===== src/rtl/ifetch_multi.sv =====
// Multi-beat instruction fetch from a byte-wide memory, with an external
// ICache hit bypass and a single-cycle cache fill strobe on miss completion.
module ifetch_multi #(
  parameter int ADDR_WIDTH = 8,
  parameter int M_WIDTH    = 8,
  parameter int INST_BYTES = 2,
  parameter int BIG_ENDIAN = 1
) (
  input  logic                          clk,
  input  logic                          rst,
  input  logic                          en,
  input  logic                          flush,
  input  logic [ADDR_WIDTH-1:0]         pc,
  input  logic [M_WIDTH-1:0]            data_in,
  input  logic                          mem_ready,
  input  logic                          cache_hit,
  input  logic [INST_BYTES*M_WIDTH-1:0] cache_inst,
  output logic [ADDR_WIDTH-1:0]         addr,
  output logic                          mem_req,
  output logic [INST_BYTES*M_WIDTH-1:0] inst_out,
  output logic                          cache_we,
  output logic                          ready
);

  localparam int IW   = INST_BYTES * M_WIDTH;
  localparam int IDXW = $clog2(INST_BYTES) + 1;
  localparam logic [IDXW-1:0] LAST_IDX = IDXW'(INST_BYTES - 1);

  typedef enum logic [2:0] {IDLE, ISSUE, WAIT, DONE, HOLD} state_t;

  state_t              r_state, w_state;
  logic [IDXW-1:0]     r_idx, w_idx;
  logic                r_fill, w_fill;
  logic [ADDR_WIDTH-1:0] r_addr, w_addr;
  logic                r_mem_req, w_mem_req;
  logic [IW-1:0]       r_inst, w_inst;
  logic                r_cache_we, w_cache_we;
  logic                r_ready, w_ready;

  logic [IDXW-1:0]     w_lane;
  logic [IW-1:0]       w_mask;

  // Byte lane written by the current beat; the mask selects that lane only.
  assign w_lane = (BIG_ENDIAN != 0) ? (LAST_IDX - r_idx) : r_idx;

  for (genvar g = 0; g < INST_BYTES; g++) begin : g_lane
    assign w_mask[g*M_WIDTH +: M_WIDTH] = {M_WIDTH{w_lane == IDXW'(g)}};
  end

  always_comb begin
    w_state    = r_state;
    w_idx      = r_idx;
    w_fill     = r_fill;
    w_addr     = r_addr;
    w_mem_req  = r_mem_req;
    w_inst     = r_inst;
    w_cache_we = r_cache_we;
    w_ready    = r_ready;

    if (!en || flush) begin
      w_state    = IDLE;
      w_ready    = 1'b0;
      w_mem_req  = 1'b0;
      w_cache_we = 1'b0;
      w_idx      = '0;
    end else begin
      unique case (r_state)
        IDLE: begin
          if (cache_hit) begin
            w_inst  = cache_inst;
            w_fill  = 1'b0;
            w_state = DONE;
          end else begin
            w_addr    = pc;
            w_mem_req = 1'b1;
            w_idx     = '0;
            w_fill    = 1'b1;
            w_state   = WAIT;
          end
        end
        ISSUE: begin
          w_addr    = pc + ADDR_WIDTH'(r_idx);
          w_mem_req = 1'b1;
          w_state   = WAIT;
        end
        WAIT: begin
          if (mem_ready && r_mem_req) begin
            w_mem_req = 1'b0;
            w_inst    = (r_inst & ~w_mask) | ({INST_BYTES{data_in}} & w_mask);
            if (r_idx == LAST_IDX) begin
              w_state = DONE;
            end else begin
              w_idx   = r_idx + 1'b1;
              w_state = ISSUE;
            end
          end
        end
        DONE: begin
          w_ready    = 1'b1;
          w_cache_we = r_fill;
          w_state    = HOLD;
        end
        HOLD: begin
          w_cache_we = 1'b0;
        end
        default: w_state = IDLE;
      endcase
    end
  end

  always_ff @(posedge clk or posedge rst) begin
    if (rst) begin
      r_state    <= IDLE;
      r_idx      <= '0;
      r_fill     <= 1'b0;
      r_addr     <= '0;
      r_mem_req  <= 1'b0;
      r_inst     <= '0;
      r_cache_we <= 1'b0;
      r_ready    <= 1'b0;
    end else begin
      r_state    <= w_state;
      r_idx      <= w_idx;
      r_fill     <= w_fill;
      r_addr     <= w_addr;
      r_mem_req  <= w_mem_req;
      r_inst     <= w_inst;
      r_cache_we <= w_cache_we;
      r_ready    <= w_ready;
    end
  end

  assign addr     = r_addr;
  assign mem_req  = r_mem_req;
  assign inst_out = r_inst;
  assign cache_we = r_cache_we;
  assign ready    = r_ready;

endmodule


===== config.mk =====
export PLATFORM = sky130hd
export DESIGN_NAME = ifetch_multi
export DESIGN_NICKNAME = d
export VERILOG_FILES = /design/src/rtl/ifetch_multi.sv
export SDC_FILE = /design/constraint.sdc
export NUM_CORES = 1
export LEC_CHECK = 0
export BUFFER_PORTS_ARGS = -buffer_cell sky130_fd_sc_hd__buf_2
export CORE_AREA = 4 4 67 69
export DETAILED_ROUTE_END_ITERATION = 8
export DIE_AREA = 0 0 71 73
export PLACE_DENSITY_LB_ADDON = 0.05
export SETUP_SLACK_MARGIN = 0.4
export SYNTH_ARGS = -nofsm -noshare
export SYNTH_HDL_FRONTEND = slang
export SYNTH_SLANG_ARGS = --single-unit

===== constraint.sdc =====
create_clock -name clk -period 4.71 [get_ports clk]
set_clock_uncertainty 0.05 [all_clocks]
set_input_delay 0 -clock clk [delete_from_list [all_inputs] [get_ports clk]]
set_output_delay 0 -clock clk [all_outputs]
set_load 0.005 [all_outputs]

# ---- Yosys cells after proc, flatten, opt, wreduce, memory -nomap -nowiden
# Index checks and enable logic that the tools add are counted.
dict set report op_classes {
  add_sub_neg 3
  mul 0
  reduce_logical 17
  bitwise_logic 5
  muxes 24
  shifts 0
  n_lt_le_gt_ge 0
  n_div 0
  eq_ne 13
}
# op n
set ops {}
lappend ops {{16-bit AND} 2}
lappend ops {{16-bit two-way mux} 2}
lappend ops {{16-bit case mux with 2 select lines} 1}
lappend ops {{16-bit NOT} 1}
lappend ops {{16-bit OR} 1}
lappend ops {{8-bit case mux with 2 select lines} 1}
lappend ops {{3-bit case mux with 5 select lines} 1}
lappend ops {{2-bit two-way mux} 5}
lappend ops {{3-bit inequality test (second input constant)} 3}
lappend ops {{8-bit by 2-bit adder with 8-bit output} 1}
lappend ops {{1-bit two-way mux} 8}
lappend ops {{8-bit two-way mux} 1}
lappend ops {{2-bit inequality test (second input constant)} 4}
lappend ops {{4-bit AND reduction} 2}
lappend ops {{3-bit by 2-bit == test with 1-bit output (second input constant)} 2}
lappend ops {{3-bit two-way mux} 2}
lappend ops {{3-bit AND reduction} 2}
lappend ops {{2-bit nonzero test} 3}
lappend ops {{3-bit nonzero test} 2}
lappend ops {{2-bit by 1-bit == test with 1-bit output (second input constant)} 2}
lappend ops {{2-bit case mux with 2 select lines} 1}
lappend ops {{2-bit AND reduction} 2}
lappend ops {{4-bit nonzero test} 1}
lappend ops {{3-bit by 1-bit == test with 1-bit output (second input constant)} 1}
lappend ops {{11 further kinds} 11}
dict set report totals {
  n_memories 0
  latchBits 0
  regBits 33
  out_inout_bits 27
  rom_bits 0
  word_cells 70
  ram_bits 0
}

# ---- Logic depth before layout (Yosys ltp)
dict set report depth {
  word_depth 7
  ltp_mapped 6
  depth_no_buf 6
}

# ---- Worst setup path before layout
# OpenSTA, ideal clock, no wires.
dict set report synth_path {
  path_kind {register to register}
  start {register r_idx[0]}
  end {register r_addr[2] (netlist: addr[2])}
  path_slack_ps 2917
  required_ps 4535
  path_stages_with_launch 7
  setup_ps 125
  n_path_buf 0
  arrival_ps 1618
  cell_sequence {dfrtp_1 > ha_1 > inv_1 > fa_1 > nor4b_1 > xnor2_1 > mux2_2}
}
dict set report synth_between {
  elab_chain_cells 2
}
# item line_no
set synth_rtl {}
lappend synth_rtl {{start: declaration} 32} ;# logic [IDXW-1:0] r_idx, w_idx;
lappend synth_rtl {{start signal: assignment} 123} ;# r_idx <= w_idx;
lappend synth_rtl {{8-bit by 2-bit adder with 8-bit output} 82} ;# w_addr = pc + ADDR_WIDTH'(r_idx);
lappend synth_rtl {{8-bit case mux with 2 select lines} 67} ;# unique case (r_state)
lappend synth_rtl {{end signal: assignment} 125} ;# r_addr <= w_addr;
lappend synth_rtl {{end: declaration} 34} ;# logic [ADDR_WIDTH-1:0] r_addr, w_addr;
# No other way between the ends.
# A chain may end at the register's enable or synchronous reset.

==> metrics.md <==
| Metric | Value |
|---|---|
| Longest Clk Path Bufs | `2` |
| Routed WL | `5010 µm` |
| Die area | `5180 µm²` |
| CP Class | `reg2reg` |
| Syn Inst Count | `175` |
| Hpwl dp | `3720 µm` |
| GRT overflow | `0` |
| Largest net degree at the start of global routing | `34` |
| Met3 usage | `5.10%` |
| Sum of negative setup slack | `0 ns` |
| Rel. slew slack | `51.1%` |
| Antenna diodes | `0` |
| Drt first pass iters | `4` |
| Met2 Usage GRT | `36.7%` |
| Number of max-cap violations | `0` |
| Post-CTS Setup Bufs | `0` |
| Die width | `71 µm` |
| Worst hold slack | `0.000601 ns` |
| Initial Utilization | `48.5%` |
| Fillers | `323` |
| DR DRC count | `0` |
| Top Usage Layer GRT | `met2` |
| Mapped cell area | `1900 µm²` |
| Fmax | `466 MHz` |
| Routing usage on met1 | `23.8%` |
| PortBufs | `64` |
| Ratio of final minimum period to clock period | `45.6%` |
| Worst hold stages | `3` |
| Starting DRT DRC Count | `87` |
| CP required | `4.79 ns` |
| Initial antenna violation count | `0` |
| Power, Total | `0.752 mW` |
| Area of the multi-input gates | `990 µm²` |
| Num CTS Buffers | `5` |
| Crit-path max FO | `17` |
| Gates resized, CTS repair | `0` |
| Final nets | `296` |
| Area Growth Syn to Fin | `30.6%` |
| Htree depth | `2` |
| Slew @ Worst Pin | `0.733 ns` |
| Yosys warns | `0` |
| Clock sink count | `33` |
| Via count | `1756` |
| Total GRT Usage | `20.5%` |
| Pwr Density | `303 nW/µm²` |
| Crit path time final | `2.15 ns` |
| Yosys top cell area share | `43.5%` |
| Register area share after synthesis | `43.5%` |
| Die Y | `73 µm` |
| RSZ-0062 raised after global routing | `no` |
| Leakage power | `1.10 nW` |
| Dominant cells by area after synthesis | `dfrtp_1, mux2i_1, a2bb2oi_1` |
| Max Slew Vio Count | `0` |
| Final Hold Viols | `0` |
| Area leader, netlist | `dfrtp_1` |
| Vias/cell | `5.78` |
| WL/cell | `16.5 µm` |
| Mean Syn Cell Area | `10.9 µm²` |
| Crit. End Element | `flop` |
| Seq. cell area | `826 µm²` |
| Tightest Hold Check Type | `in2reg` |
| First-pass GRT wire length | `8400 µm` |
| Yosys reg bits | `33` |
| Post-route ant nets | `0` |
| Net Count, Synth | `218` |
| Yosys cell types | `41` |
| Vias in the first global route | `1787` |
| Clk_lat worst skew | `0.28 ns` |
| Share of layout cells above drive strength 1 | `33.5%` |
| CTS tree | `done` |
| Final GP Congestion | `0.828` |
| Final setup violation count | `0` |
| Reg clk slew, reported paths | `0.07 ns` |
| Clk Tree Root Cell | `clkbuf_8` |
| Path depth of the worst reg2reg path | `3` |
| I/O pin count | `65` |
| Worst vdd ir | `0.167 mV` |
| CP Data Arrival Time | `2.22 ns` |
| Core Region | `3910 µm²` |
| Row cnt | `23` |
| Crit start category | `flop` |
| Status | `finished, final reports clean` |
==> worst max-delay path: stages (launching register included) <==
cell and delay, ns:
dfrtp_1 0.51, or4b_1 0.67, a21oi_2 0.60, a2bb2oi_1 0.15
==> final cells by class <==
type / count / share of cell area (%)
clock inverter: 3 / 0.706
tap: 50 / 2.52
multi-input combinational: 124 / 39.9
sequential: 33 / 33.3
clock buffer: 5 / 2.77
inverter: 8 / 1.21
timing repair buffer: 81 / 19.6
==> cells by family (layout without fill, tap and decap cells) <==
family | count (synthesis) | after routing | synth area share [%]
compound gates | 52 | 52 | 20.8
simple gates | 46 | 46 | 16.3
flops | 33 | 33 | 43.5
mux | 20 | 20 | 10.7
buf+inv | 18 | 97 | 4.68
fa+ha+maj | 5 | 5 | 3.69
xor+xnor | 1 | 1 | 0.461
==> what timing repair did <==
| action | 4_1_cts | 5_1_grt |
|---|---|---|
| hold buffers | 15 | 0 |
| endpoints found under the hold margin | 47 | 0 |
| endpoints found under the setup margin | 0 | 0 |
==> cell usage after synthesis <==
| cell type | n |
|---|---|
| a32o_1 | 1 |
| or3b_1 | 1 |
| and2_1 | 1 |
| or4b_1 | 1 |
| nand2b_1 | 18 |
| mux2i_1 | 18 |
| o21a_1 | 3 |
| clkinv_1 | 1 |
| clkbuf_1 | 3 |
| or4_1 | 3 |
| a31oi_1 | 12 |
| and3_1 | 2 |
| o21ai_0 | 3 |
| inv_1 | 7 |
| a2bb2oi_1 | 16 |
| nand4_1 | 4 |
| o41ai_1 | 2 |
| o31ai_1 | 4 |
| nor2b_1 | 1 |
| o221ai_1 | 1 |
| nand3_1 | 1 |
| nor2_1 | 3 |
| mux2_2 | 2 |
| a21o_1 | 1 |
| ha_1 | 4 |
| a21oi_1 | 3 |
| xnor2_1 | 1 |
| nor3b_1 | 2 |
| and4bb_2 | 1 |
| nor3b_2 | 1 |
| buf_6 | 2 |
| dfrtp_1 | 33 |
| o311ai_0 | 1 |
| a31o_2 | 1 |
| nor4b_1 | 2 |
| or4b_2 | 2 |
| nand2_1 | 3 |
| a22o_1 | 1 |
| a21oi_2 | 3 |
| buf_2 | 5 |
| fa_1 | 1 |
==> layer usage <==
layer	up-vias	wire length, µm
met5	-	0
met4	0	109
met3	10	322
met2	67	2540
met1	856	2030
li1	823	-
==> power by group <==
part | internal [mW] | switching (mW) | total, mW
combinational | 0.103 | 0.0800 | 0.183
sequential | 0.333 | 0.0309 | 0.364
clock | 0.102 | 0.103 | 0.205
total | 0.538 | 0.214 | 0.752
==> worst paths after layout <==
check                                        endpoint  slack (ns)              startpoint
setup / recovery                                 flop        2.56  r_state[0]$_DFFE_PP0P_
hold / removal                                   flop      0.0006           cache_inst[0]
setup reg to reg                                 flop        2.56  r_state[0]$_DFFE_PP0P_
hold reg to reg                     ready$_DFFE_PP0P_        0.44       ready$_DFFE_PP0P_
max in group asynchronous      r_state[2]$_DFFE_PP0P_        3.99                     rst
min in group asynchronous  asynchronous set/reset pin        0.32                     rst
==> layout by cell type, fill, tap and decap left out, types with 4 or more instances in the layout <==
master          n
dlygate4sd3_1  15
a31oi_1        12
buf_2          64
o31ai_1         4
mux2i_1        18
nand4_1         4
clkbuf_8        5
a2bb2oi_1      16
inv_1           7
nand2b_1       18
dfrtp_1        33
ha_1            4
==> through the flow <==
step	setup WS [ns]	utilization [%]	area, µm²	cells
6_report	2.56	63.4	2480	304
5_1_grt	2.39	63.4	2480	304
4_1_cts	2.56	63.4	2480	304
3_5_place_dp	2.58	57.3	2240	281
3_3_place_gp	2.68	57.3	2240	281
2_1_floorplan	2.92	-	1900	175
No activity file was read; power rests on OpenSTA's default activity.
